<file path="src/rtl/ysyx_24080006_icache_refill.sv">
// Instruction-cache controller: tag lookup on the line store read port, AXI4
// INCR line refill on a miss, single-port line write-back, and a valid/ready
// response carrying the requested 32-bit word back to the fetch stage.
module ysyx_24080006_icache_refill #(
  parameter int IC_N  = 4,
  parameter int IC_M  = 4,
  parameter int TAG_W = 32 - IC_N - IC_M
) (
  input  logic                   clock,
  input  logic                   reset,
  input  logic                   fencei,
  input  logic                   req_valid,
  output logic                   req_ready,
  input  logic [31:0]            req_addr,
  output logic                   resp_valid,
  input  logic                   resp_ready,
  output logic [31:0]            resp_data,
  output logic                   resp_err,
  output logic [IC_N-1:0]        ic_index,
  input  logic                   ic_rvalid,
  input  logic [TAG_W-1:0]       ic_rtag,
  input  logic [32*(2**(IC_M-2))-1:0] ic_rline,
  output logic                   ic_we,
  output logic [IC_N-1:0]        ic_waddr,
  output logic [TAG_W-1:0]       ic_wtag,
  output logic [32*(2**(IC_M-2))-1:0] ic_wline,
  output logic                   arvalid,
  input  logic                   arready,
  output logic [31:0]            araddr,
  output logic [7:0]             arlen,
  output logic [2:0]             arsize,
  output logic [1:0]             arburst,
  input  logic                   rvalid,
  output logic                   rready,
  input  logic [31:0]            rdata,
  input  logic [1:0]             rresp,
  input  logic                   rlast
);

  localparam int LW     = 2 ** (IC_M - 2);
  localparam int BW     = IC_M - 2;
  localparam int LINE_B = 2 ** IC_M;

  typedef enum logic [2:0] {
    S_IDLE,
    S_AR,
    S_R,
    S_WB,
    S_RESP
  } state_e;

  state_e                 state_q;
  logic [IC_N-1:0]        idx_q;
  logic [TAG_W-1:0]       tag_q;
  logic [BW-1:0]          off_q;
  logic [BW-1:0]          beat_q;
  logic [LW-1:0][31:0]    line_q;
  logic                   err_q;
  logic                   kill_q;
  logic                   req_ready_q;
  logic                   resp_valid_q;
  logic                   resp_err_q;
  logic [31:0]            resp_data_q;
  logic                   arvalid_q;
  logic [31:0]            araddr_q;
  logic                   rready_q;

  logic [LW-1:0][31:0]    rline_w;
  logic [IC_N-1:0]        req_idx;
  logic [TAG_W-1:0]       req_tag;
  logic [BW-1:0]          req_off;
  logic                   hit;
  logic                   beat_last;

  assign rline_w   = ic_rline;
  assign req_idx   = req_addr[IC_M+IC_N-1:IC_M];
  assign req_tag   = req_addr[31:IC_M+IC_N];
  assign req_off   = req_addr[IC_M-1:2];
  // A fence in the accept cycle forces a refill even if the stale line matches.
  assign hit       = ic_rvalid && (ic_rtag == req_tag) && !fencei;
  assign beat_last = (beat_q == '1);

  assign req_ready  = req_ready_q;
  assign resp_valid = resp_valid_q;
  assign resp_data  = resp_data_q;
  assign resp_err   = resp_err_q;
  assign ic_index   = (state_q == S_IDLE) ? req_idx : idx_q;
  // Write is combinational so a fence landing in the WB cycle still blocks it.
  assign ic_we      = (state_q == S_WB) && !err_q && !kill_q && !fencei;
  assign ic_waddr   = idx_q;
  assign ic_wtag    = tag_q;
  assign ic_wline   = line_q;
  assign arvalid    = arvalid_q;
  assign araddr     = araddr_q;
  assign arlen      = 8'(LW - 1);
  assign arsize     = 3'b010;
  assign arburst    = 2'b01;
  assign rready     = rready_q;

  // Controller FSM with all handshake outputs registered.
  always_ff @(posedge clock or posedge reset) begin
    if (reset) begin
      state_q      <= S_IDLE;
      idx_q        <= '0;
      tag_q        <= '0;
      off_q        <= '0;
      beat_q       <= '0;
      line_q       <= '0;
      err_q        <= 1'b0;
      kill_q       <= 1'b0;
      req_ready_q  <= 1'b0;
      resp_valid_q <= 1'b0;
      resp_err_q   <= 1'b0;
      resp_data_q  <= '0;
      arvalid_q    <= 1'b0;
      araddr_q     <= '0;
      rready_q     <= 1'b0;
    end else begin
      case (state_q)
        S_IDLE: begin
          req_ready_q <= 1'b1;
          if (req_valid && req_ready_q) begin
            req_ready_q <= 1'b0;
            idx_q       <= req_idx;
            tag_q       <= req_tag;
            off_q       <= req_off;
            if (hit) begin
              resp_valid_q <= 1'b1;
              resp_data_q  <= rline_w[req_off];
              resp_err_q   <= 1'b0;
              state_q      <= S_RESP;
            end else begin
              arvalid_q <= 1'b1;
              araddr_q  <= req_addr & ~32'(LINE_B - 1);
              state_q   <= S_AR;
            end
          end
        end
        S_AR: begin
          if (fencei) kill_q <= 1'b1;
          if (arready) begin
            arvalid_q <= 1'b0;
            rready_q  <= 1'b1;
            beat_q    <= '0;
            state_q   <= S_R;
          end
        end
        S_R: begin
          if (fencei) kill_q <= 1'b1;
          if (rvalid) begin
            line_q[beat_q] <= rdata;
            beat_q         <= beat_q + BW'(1);
            // Bad response, early rlast, or wrap without rlast all poison the line.
            if ((rresp != 2'b00) || (rlast != beat_last)) err_q <= 1'b1;
            if (rlast) begin
              rready_q <= 1'b0;
              state_q  <= S_WB;
            end
          end
        end
        S_WB: begin
          resp_valid_q <= 1'b1;
          resp_data_q  <= line_q[off_q];
          resp_err_q   <= err_q;
          state_q      <= S_RESP;
        end
        S_RESP: begin
          if (resp_ready) begin
            resp_valid_q <= 1'b0;
            err_q        <= 1'b0;
            kill_q       <= 1'b0;
            req_ready_q  <= 1'b1;
            state_q      <= S_IDLE;
          end
        end
        default: state_q <= S_IDLE;
      endcase
    end
  end

endmodule

</file>
<file path="config.mk">
export PLATFORM = sky130hd
export DESIGN_NAME = ysyx_24080006_icache_refill
export DESIGN_NICKNAME = d
export VERILOG_FILES = /design/src/rtl/ysyx_24080006_icache_refill.sv
export SDC_FILE = /design/constraint.sdc
export NUM_CORES = 1
export LEC_CHECK = 0
export BUFFER_PORTS_ARGS = -buffer_cell sky130_fd_sc_hd__buf_2
export CAP_MARGIN = 20
export CELL_PAD_IN_SITES_DETAIL_PLACEMENT = 1
export CELL_PAD_IN_SITES_GLOBAL_PLACEMENT = 1
export CORE_AREA = 2 2 180 182
export CTS_BUF_LIST = sky130_fd_sc_hd__clkbuf_4
export CTS_CLUSTER_DIAMETER = 120
export DETAILED_ROUTE_END_ITERATION = 10
export DIE_AREA = 0 0 182 184
export GPL_TIMING_DRIVEN = 0
export PLACE_DENSITY_LB_ADDON = 0.05
export SETUP_SLACK_MARGIN = 0.02
export SLEW_MARGIN = 30
export SYNTH_ARGS = -nofsm -noshare
export SYNTH_HDL_FRONTEND = slang
export SYNTH_SLANG_ARGS = --single-unit
</file>
<file path="constraint.sdc">
create_clock -name clock -period 14.9 [get_ports clock]
set_input_delay 2.98 -clock clock [delete_from_list [all_inputs] [get_ports clock]]
set_output_delay 2.98 -clock clock [all_outputs]
set_load 0.05 [all_outputs]
</file>
==> results_dict.tcl <==
set metrics [dict create \
    status "finished, final reports clean" \
    first_pass_iters 4 \
    drc 0 \
    syn_area_um2 11270 \
    hpwl_mm 27.38 \
    areaGrowthSynthToFinish_pct 32.82 \
    fin_crit_sh_pct 45.23 \
    cpLargestDelayFamily "buffers and inverters" \
    hold_end "rready" \
    dieArea_um2 33490 \
    via_per_inst 4.931 \
    fin_crit_ns 6.740 \
    die_x_um 182 \
    rsz0062_at_grt "false" \
    synth_area_leaders "dfrtp_1 (51%), mux2_2 (21%), mux4_2 (13%)" \
    clock_path_buffers 3 \
    path_max_fanout 3 \
    filler_cell_count 3371 \
    slew_viol_final 0 \
    hold_buffers 0 \
    io_pins 470 \
    cp.buffers_inverters 2 \
    cts_sinks 230 \
    cp.required_ns 11.92 \
    seq_area_frac_synth_pct 51.07 \
    tns_ns 0 \
    crit_type "in -> out" \
    synth_top_cell_by_area "dfrtp_1" \
    setup_viol 0 \
    finalHoldViolCount 0 \
    synth_most_common_cell "dfrtp_1" \
    async_flop_share_pct 100.0 \
    r2r-end "resp_data[28]" \
    synth_cell_type_count 43 \
    track_usage_pct 21.87 \
    clock_latency_ns 0.67 \
    cap_violations 0 \
    synth-simple-area-share_pct 2.232 \
    min_delay_path_depth 2 \
    post_cts_buffers 0 \
    dieHeight_um 184 \
    fp-row-count 65 \
    worstMarginPinSlew_ns 0.8502 \
    antenna_found_initial 4 \
    min_path_type "reg -> reg" \
    vias 8328 \
    arrival_ns 3.76 \
    leakagePower_nw 7.382 \
    initial_core_util_pct 35.90 \
    synth_edf_count 0 \
    ctsResizeCount 0 \
    syn_avg_cell_area_um2 15.85 \
    slowest_delay_ns 0.34 \
    clock-root-buffer "clkbuf_4" \
    core_um2 31390 \
    hp-start "rready" \
    grt_pass1_wl_mm 54.74 \
    io_buffers 448 \
    cts_tree "done" \
    grt_overflow 0 \
    synth_common_cells "dfrtp_1 (230), mux2_2 (207), mux4_2 (64)" \
    ys.flop_type "dfrtp_1" \
    synth_top_family_by_area "multiplexers" \
    synthMuxAreaShare_pct 39.10 \
    ys_seq_elements 230 \
    crit_path_start_kind "input pin" \
    powerDensity_nw_per_um2 267.5 \
    drt_wl_total_mm 36.90 \
    place.gp.congestion 0.7617 \
    synthDominantCellAreaShare_pct 51.07 \
    worstRegToRegCells 5 \
    worstPathCellList "buf_2, nor4_1, buf_2" \
    synth_xor_area_share_pct 1.943 \
    reg2reg_from "off_q[1]" \
    synth_compound_area_share_pct 1.199 \
    slowest_stage "buf_2" \
    synthesis.instances 711 \
    nNetsFinal 1476 \
    timing.slew.headroom_pct 43.32 \
    critPathCaptureType "output port" \
    path_clk_slew_ns 0.06 \
    r2r_slack_ns 12.54 \
    clock_skew_ns 0.04341 \
    cts_inserted_buffers 67 \
    antenna_left 0 \
    power.total_mw 4.003 \
    grt_max_degree 82 \
    avgRoutedWirePerCell_um 21.85 \
    htreeDepth 3 \
    synth_fa_ha_area_share_pct 0.4441 \
    first_global_vias 9171 \
    final_layout_size_suffix_gt1_share_pct 70.79 \
    ys_warn_count 0 \
    ir_drop_mv 0.1255 \
    clock.fmax_mhz 148.4 \
    crit_top_cell "buf_2" \
    drtIter0Drc 265 \
]
[layer usage]
layer	track usage [%]	routed length, um
met4	6.387	673
met3	6.973	3020
met5	0	18
met1	24.32	13990
met2	40.02	19200
[layout by cell type (no fill, tap or decap), types with 3 or more instances in the layout]
master and instances:
buf_2 470, dfrtp_1 230, mux2_2 207, clkbuf_4 95, mux4_2 64, mux2_4 28, buf_4 26, xnor2_1 24
mux2_1 19, conb_1 17, nand2_1 14, clkbuf_1 9, nor2_1 8, clkinv_1 7, nand4_1 5, inv_1 5
a21oi_1 4, ha_1 4, diode_2 3, nand3b_1 3, buf_12 3, o21ai_0 3
[worst reg2reg max path: stages (launching register included)]
cell      delay, ns
dfrtp_1        0.32
clkbuf_1       0.28
clkbuf_1       0.69
mux4_2         0.43
mux2_2         0.28
mux2_2         0.26
[through the flow]
stage | instance area (um^2) | std cells | hold WS, ns | utilization (%) | setup slack, ns
3_3_place_gp | 14070 | 1576 | 0.4475 | 44.82 | 2.444
5_1_grt | 14970 | 1688 | 0.5034 | 47.67 | 8.099
4_1_cts | 14960 | 1686 | 0.4730 | 47.66 | 8.146
6_report | 14970 | 1689 | 0.4649 | 47.68 | 8.160
3_5_place_dp | 14130 | 1578 | 0.4599 | 45.02 | 8.175
2_1_floorplan | 11330 | 726 | 0.4883 | - | 5.615
[cell families (layout without fill, tap and decap cells)]
| group | Yosys count | count (layout) |
|---|---|---|
| adders and majority gates | 4 | 4 |
| and+or+nand+nor | 45 | 45 |
| AOI/OAI and AO/OA | 19 | 19 |
| xor gates and xnor gates | 25 | 25 |
| DFF | 230 | 230 |
| muxes | 318 | 318 |
| buffers and inverters | 68 | 626 |
| other | 2 | 20 |
[layout make-up]
| cell class | count | area, um^2 | share of cell area (%) |
|---|---|---|---|
| repair buffers | 450 | 2297 | 15.35 |
| inverters | 6 | 30.03 | 0.2006 |
| well taps | 402 | 503.0 | 3.360 |
| diodes | 3 | 7.507 | 0.05015 |
| clock inverters | 13 | 113.9 | 0.7607 |
| clock buffers | 95 | 713.2 | 4.765 |
| multi-input cells | 428 | 5126 | 34.25 |
| plain buffers | 62 | 421.7 | 2.817 |
| flip-flops and latches | 230 | 5756 | 38.45 |
[where the power goes]
part           total (mW)  switching [mW]  internal [mW]  leakage (nW)
sequential           1.13           0.201          0.928          2.83
clock               0.592           0.266          0.326         0.485
combinational        2.28            1.56          0.719          4.06
total                4.00            2.03           1.97          7.38
[registers in the layout, indices dropped and copies added, names as in the netlist]
signal,count
err_q,1
state_q,3
beat_q,2
araddr,28
resp_err,1
req_ready,1
off_q,2
resp_valid,1
ic_waddr,4
ic_wtag,24
kill_q,1
resp_data,32
ic_wline,128
rready,1
arvalid,1
[worst max path at each step]
stage	from	end	slack [ns]	depth (start not counted)
global route	fencei	ic_we	8.10	3
CTS	fencei	ic_we	8.15	3
finish	fencei	ic_we	8.16	3
global placement	reset	ic_wline[98]	2.44	2
detailed placement	fencei	ic_we	8.17	3
floorplan	reset	araddr[10]	5.62	1
Power figures use the tool's default switching activity.
